$ cat config.mk
export PLATFORM = sky130hd
export DESIGN_NAME = fetch_unit
export DESIGN_NICKNAME = d
export VERILOG_FILES = /design/src/rtl/fetch_unit.sv
export SDC_FILE = /design/constraint.sdc
export NUM_CORES = 1
export LEC_CHECK = 0
export CORE_ASPECT_RATIO = 1.5
export CORE_MARGIN = 2
export CORE_UTILIZATION = 51
export DETAILED_ROUTE_END_ITERATION = 10
export GPL_TIMING_DRIVEN = 0
export PLACE_DENSITY = 0.79
export RECOVER_POWER = 50
export SLEW_MARGIN = 20
export SYNTH_ARGS = -nofsm -noshare
export SYNTH_HDL_FRONTEND = slang
export SYNTH_SLANG_ARGS = --single-unit
$ cat constraint.sdc
create_clock -name clk -period 5.24 [get_ports clk]
set_input_delay 1.048 -clock clk [delete_from_list [all_inputs] [get_ports clk]]
set_output_delay 1.048 -clock clk [all_outputs]
set_load 0.05 [all_outputs]
$ cat src/rtl/fetch_unit.sv
// fetch_unit: instruction fetch stage in front of a registered-output program ROM.
// Owns the PC, drives rom_addr, captures the ROM word one cycle later and queues
// {pc, instruction} pairs for decode behind a valid/ready handshake. A redirect
// flushes the queue and the in-flight fetch and restarts fetching at redirect_pc.
//
// Ports:
//   clk, rst          clock, asynchronous active-high reset
//   fetch_en          1 = issue new fetches, 0 = hold PC and drain
//   rom_addr          ROM address (the PC register)
//   rom_instr         ROM data for the address presented the previous cycle
//   redirect_valid    branch/jump taken; flush and load redirect_pc
//   redirect_pc       target PC
//   out_valid/ready   decode handshake
//   out_instr/out_pc  queue head
//   perf_fetched/perf_flushes  saturating counters, only with FETCH_PERF_EN
//
// Optional feature macro: FETCH_PERF_EN
module fetch_unit #(
  parameter logic [15:0] RESET_PC = 16'h0000,
  parameter int unsigned QDEPTH   = 2
) (
  input  logic        clk,
  input  logic        rst,
  input  logic        fetch_en,
  output logic [15:0] rom_addr,
  input  logic [31:0] rom_instr,
  input  logic        redirect_valid,
  input  logic [15:0] redirect_pc,
  output logic        out_valid,
  input  logic        out_ready,
  output logic [31:0] out_instr,
  output logic [15:0] out_pc
`ifdef FETCH_PERF_EN
  ,
  output logic [31:0] perf_fetched,
  output logic [15:0] perf_flushes
`endif
);

  localparam int unsigned PTR_W = (QDEPTH > 1) ? $clog2(QDEPTH) : 1;
  localparam int unsigned CNT_W = PTR_W + 1;
  localparam logic [CNT_W-1:0] DEPTH_C = CNT_W'(QDEPTH);

  typedef enum logic [1:0] {IDLE, RUN, FULL, FLUSH} state_t;

  state_t             state_q, state_d;
  logic [15:0]        pc_q;
  logic               inflight_v;
  logic [15:0]        inflight_pc;
  logic [15:0]        q_pc    [QDEPTH];
  logic [31:0]        q_instr [QDEPTH];
  logic [PTR_W-1:0]   wr_ptr, rd_ptr;
  logic [CNT_W-1:0]   occ, occ_d;
  logic [CNT_W-1:0]   count, count_d;
  logic               issue, push, pop;

  assign rom_addr  = pc_q;
  assign out_valid = (occ != '0);
  assign out_pc    = q_pc[rd_ptr];
  assign out_instr = q_instr[rd_ptr];

  // Credit, handshake and next-state decode.
  always_comb begin
    count   = occ + CNT_W'(inflight_v);
    push    = inflight_v;
    pop     = out_valid & out_ready;
    // Credit uses occupancy before this cycle's pop, so a push can never hit a full queue.
    issue   = fetch_en & ~redirect_valid & (count < DEPTH_C);
    occ_d   = occ;
    state_d = RUN;
    if (redirect_valid) begin
      occ_d = '0;
    end else if (push && !pop) begin
      occ_d = occ + CNT_W'(1);
    end else if (!push && pop) begin
      occ_d = occ - CNT_W'(1);
    end
    count_d = occ_d + CNT_W'(issue);
    if (redirect_valid) begin
      state_d = FLUSH;
    end else if (count_d == DEPTH_C) begin
      state_d = FULL;
    end else if (count_d == '0 && !fetch_en) begin
      state_d = IDLE;
    end
  end

  // PC, in-flight slot, queue storage and FSM state.
  always_ff @(posedge clk or posedge rst) begin
    if (rst) begin
      state_q     <= IDLE;
      pc_q        <= RESET_PC;
      inflight_v  <= 1'b0;
      inflight_pc <= 16'h0000;
      wr_ptr      <= '0;
      rd_ptr      <= '0;
      occ         <= '0;
      for (int i = 0; i < int'(QDEPTH); i++) begin
        q_pc[i]    <= 16'h0000;
        q_instr[i] <= 32'h0000_0000;
      end
    end else begin
      state_q <= state_d;
      occ     <= occ_d;
      if (redirect_valid) begin
        // Everything in flight is dropped; a same-cycle pop already completed.
        pc_q       <= redirect_pc;
        inflight_v <= 1'b0;
        wr_ptr     <= '0;
        rd_ptr     <= '0;
      end else begin
        inflight_v <= issue;
        if (issue) begin
          inflight_pc <= pc_q;
          pc_q        <= pc_q + 16'd1;
        end
        if (push) begin
          q_pc[wr_ptr]    <= inflight_pc;
          q_instr[wr_ptr] <= rom_instr;
          wr_ptr          <= wr_ptr + PTR_W'(1);
        end
        if (pop) begin
          rd_ptr <= rd_ptr + PTR_W'(1);
        end
      end
    end
  end

  // State consistency: FLUSH leaves nothing in flight, FULL means all credits used.
  always_ff @(posedge clk) begin
    if (!rst) begin
      if (state_q == FLUSH) assert (occ == '0 && !inflight_v);
      if (state_q == FULL)  assert (count == DEPTH_C);
    end
  end

`ifdef FETCH_PERF_EN
  // Saturating performance counters.
  always_ff @(posedge clk or posedge rst) begin
    if (rst) begin
      perf_fetched <= 32'h0000_0000;
      perf_flushes <= 16'h0000;
    end else begin
      if (pop && perf_fetched != 32'hFFFF_FFFF) perf_fetched <= perf_fetched + 32'd1;
      if (redirect_valid && perf_flushes != 16'hFFFF) perf_flushes <= perf_flushes + 16'd1;
    end
  end
`endif

endmodule

-- Word level (Yosys, flattened, before mapping)
Index checks and enable logic that the tools add are counted.
- register bits after elaboration: 133
- bits of input ports: 53
- output and inout bits: 65
- word-level logic and storage cells: 60
- add/subtract/negate cells: 6
- $lt $le $gt $ge: 4
- mux-type cells: 22
- bitwise logic cells: 6
- reduce and logical (&&, ||, !) cells: 12
- operators by type and width (cell ; number):
    32-bit two-way mux ; 4
    16-bit two-way mux ; 6
    64-bit bitwise mux ; 1
    32-bit bitwise mux ; 1
    32-bit demux with 1-bit select ; 1
    16-bit by 1-bit adder with 16-bit output, second input constant ; 1
    16-bit demux with 1-bit select ; 1
    2-bit nonzero test ; 4
    2-bit two-way mux ; 3
    1-bit two-way mux ; 5
    2-bit greater-or-equal comparator, second input constant ; 2
    1-bit NOT with 2-bit output ; 2
    2-bit AND reduction ; 2
    1-bit AND ; 3
    1-bit logical AND ; 3
    3-bit nonzero test ; 1
    1-bit adder, second input constant ; 2
    2-bit by 1-bit adder with 2-bit output ; 1
    2-bit by 1-bit adder with 2-bit output, second input constant ; 1
    1-bit logical NOT ; 2
    2-bit by 1-bit less-than comparator with 1-bit output, second input constant ; 1
    2-bit less-than comparator, second input constant ; 1
    2-bit by 1-bit subtractor with 2-bit output, second input constant ; 1
    1-bit NOT ; 1

-- Longest topological paths before layout
- depth after elaboration: 6
- depth in mapped cells: 8
- mapped depth without buffers: 4

-- Worst setup path before layout
OpenSTA, ideal clock, no wires.
- path kind: reg-to-output
- start: register rd_ptr
- end: output out_instr[12]
- data arrival time: 1.557 ns
- data required time: 4.192 ns
- setup slack: 2.635 ns
- cell stages (with the launch flop): 4
- path buffers: 2
- cell sequence: dfrtp_1 buf_1 clkbuf_1 mux2_2
- longest elaborated chain between the ends: 4
- ends and longest elaborated chain (what ; RTL line ; source):
    from (decl) ; 52 ; logic [PTR_W-1:0] wr_ptr, rd_ptr;
    from (signal assigned) ; 123 ; rd_ptr <= rd_ptr + PTR_W'(1);
    1-bit NOT with 2-bit output (implied by the code) ; 60 ; assign out_instr = q_instr[rd_ptr];
    32-bit two-way mux (implied by the code) (3 in a row) ; 60 ;
    to (decl) ; 31 ; output logic [31:0] out_instr,
No other way between the ends. The select of a mux whose other input is x is not followed.

-- Worst setup path after layout
- start: register rd_ptr
- end: output out_instr[16]
The elaborated chain is that of the path after synthesis.

==> results by group <==
Power
  – PwrDens: 491 nW/um2
  – Peak VDD IR: 0.355 mV
  – Static Leak: 3.29 nW

GRT
  – Vias in the first global route: 4262
  – Most crowded layer after global routing: met2
  – Pin count of the biggest net entering global routing: 77
  – Met1 Use GR: 0.254
  – First-pass GRT wire length: 21.0 mm
  – Total Routing Usage GR: 0.217
  – GRT overflow: 0
  – Met3 GRT Util: 0.0423
  – Initial antenna violation count: 0
  – Global-route met2 utilization: 0.395

Clocking
  – Resized cells post-CTS: 0
  – CTS tree: done
  – Post-CTS Setup Inserts: 0
  – TritonCTS buffer count: 17
  – Num Clock Sinks: 133
  – Hold buffers post-CTS: 0
  – Reg clk slew, reported paths: 0.06 ns
  – CTS root buffer: clkbuf_16
  – Clk_lat worst skew: 0.41 ns
  – # H-tree levels: 4
  – CTS Buffer Depth: 2

Yosys
  – Mapped Area: 5910 um2
  – Average size of a mapped cell: 13.9 um2
  – Cells after Synth: 424
  – Commonest cells in the netlist: 151 x mux2_2, 133 x dfrtp_1, 15 x nand2_1
  – Dominant cell type by area after synthesis: dfrtp_1
  – Net Count, Synth: 478
  – Post-synth EDFFs: 0
  – Yosys reg bits: 133
  – Cell variety after synth: 38
  – Sequential fraction of the synthesis area: 0.564
  – Share of the synthesized area in the top cell type: 0.564
  – Most area-consuming cells after synthesis: dfrtp_1 56%, mux2_2 29%, mux2_1 1.7%
  – Top FF cell, synth: dfrtp_1
  – Synth warnings: 0
  – Async set or reset register ratio after synthesis: 1.00
  – Most common cell in the synthesized netlist: mux2_2

Critical path
  – Crit-path cells: buf_1, clkbuf_1, mux2_2, clkdlybuf4s50_1
  – CP Capture Type: output pin
  – Startpoint Class: register
  – Flop2flop setup slack: 2.69 ns
  – CP max stage cell: clkdlybuf4s50_1
  – Max FO, Critical Path: 10
  – Critical Path RT: 4.19 ns
  – Critical setup path kind: register to output pin
  – Crit path buffers/inverters: 3
  – CP delay by family, top: buffers and inverters
  – WP data arrival: 3.01 ns
  – Slowest cell delay on critical path: 0.71 ns

STA
  – Final Max Slew Viols: 58
  – Fin crit share: 0.774
  – RSZ-0062 raised after global routing: false
  – Slew headroom: -0.726
  – Fmax: 247 MHz
  – Hold_ws: 0.498 ns
  – Worst slew pin tran: 2.57 ns
  – Final setup fails: 0
  – Hold Fails Final Rpt: 0
  – Final min period: 4.06 ns
  – Setup Skew: 0.00878 ns

Floorplan
  – Initial core utilization: 0.518
  – DIE WIDTH: 91.9 um
  – Core area: 11400 um2
  – Num rows: 48
  – IO Pins: 118
  – Die footprint: 12500 um2
  – Die Y: 136 um

Route
  – Vias: 4005
  – Pre-antenna DRT Iters: 4
  – WL per Instance: 17.5 um
  – Number of DRC markers in iteration 0: 95
  – Via density: 5.53
  – Post-DRT Antenna Nets: 0
  – Routed WL: 12.7 mm
  – # DRC: 0

Place
  – Dpl hpwl: 8.75 mm
  – Number of port buffers: 117
  – GP Congestion: 0.864

Outcome
  – Run status: finished, violations left
  – Failing checks: capacitance limit, slew limit

Final layout
  – Post-layout util: 0.688
  – Final net count: 615
  – Area growth syn-to-layout: 32.9%
  – ANT cells: 0
  – Fraction of layout cells with a size suffix above 1: 0.336

Flow run
  – MaxCap Viol Count: 1

Hold path
  – Worst hold path type: register to register
## layout make-up
cell class,instances,area [um2]
flip-flops and latches,133,3330
well taps,150,188
inverters,5,20.0
clock buffers,17,425
clock inverters,15,146
plain buffers,24,103
fillers,824,3560
repair buffers,118,1200
multi-input cells,262,2440
## registers in the layout (all words and copies together), names as in the netlist
| name | flops |
|---|---|
| q_instr | 64 |
| wr_ptr | 1 |
| inflight_pc | 16 |
| rom_addr | 16 |
| occ | 2 |
| inflight_v | 1 |
| q_pc | 32 |
| rd_ptr | 1 |
## final timing paths
check,end,from,cells past startpoint
setup reg to reg,inflight_pc[3]$_DFFE_PP0P_,inflight_v$_DFF_PP0_,8
max in group asynchronous,inflight_pc[7]$_DFFE_PP0P_,rst,2
min in group asynchronous,q_instr[38]$_DFFE_PP0P_,rst,2
hold / removal,q_instr[4]$_DFFE_PP0P_,q_instr[4]$_DFFE_PP0P_,1
hold reg to reg,q_instr[4]$_DFFE_PP0P_,q_instr[4]$_DFFE_PP0P_,1
setup / recovery,out_instr[16],rd_ptr$_DFFE_PP0P_,4
## kinds of logic (layout without fill, tap and decap cells)
logic type      after synthesis  count (layout)  share of synthesized area
mux                         161             161                      0.307
flops                       133             133                      0.564
simple gates                 60              60                     0.0549
compound gates               32              32                     0.0379
buf+inv                      29             179                     0.0229
xor+xnor                      8               8                     0.0119
fa+ha+maj                     1               1                    0.00212
## worst reg2reg max path: cells and delay by family (launching register included)
family / cells / cell delay (ns)
buf+inv: 4 / 1.19
mux: 1 / 0.39
simple gates: 2 / 0.30
compound gates: 1 / 0.20
flops: 1 / 0.37
## where the power goes
part           leakage, nW  switching [W]  internal, W
clock network        0.275       0.000464     0.000662
logic                 1.39       0.000715     0.000555
registers             1.62       0.000154      0.00130
total                 3.29        0.00133      0.00252
## cells in the final DEF (no fill, tap or decap), drive strengths merged, types with 2 or more instances in the layout
cell           Yosys  layout
dlygate4sd3        0       3
a31oi              4       4
o2111ai            4       4
a21oi              2       2
a22oi              3       3
mux2             160     160
clkdlybuf4s50      0     114
xnor2              2       2
clkinvlp           0       3
o21ai              9       9
buf               15      11
nand3             10      10
dfrtp            133     133
nor2b              4       4
xor2               6       6
and2               2       2
o31ai              4       4
o211ai             4       4
clkbuf             9      31
inv                5       9
nand2             15      15
nor2               7       7
and4               2       2
and3               2       2
nand4              3       3
nor3               2       2
clkinv             0       7
or4                9       9
## metal layers
layer  up-vias  part of all wire
met5         -                 0
met4         0             0.012
met3        14             0.038
met2       124              0.55
met1      2041              0.39
li1       1826                 -
## through the flow
step                      total power [W]  setup slack, ns  TNS (ns)  cells  instance area [um2]
after floorplan                   0.00234            0.638         0    424                 5910
after global placement            0.00270           -0.955   -126.59    691                 7260
after detailed placement          0.00275             1.59         0    692                 7300
after CTS                         0.00389             1.12         0    724                 7870
after global routing              0.00403             1.06         0    724                 7850
final                             0.00385             1.18         0    724                 7850
Power figures use the tool's default switching activity.
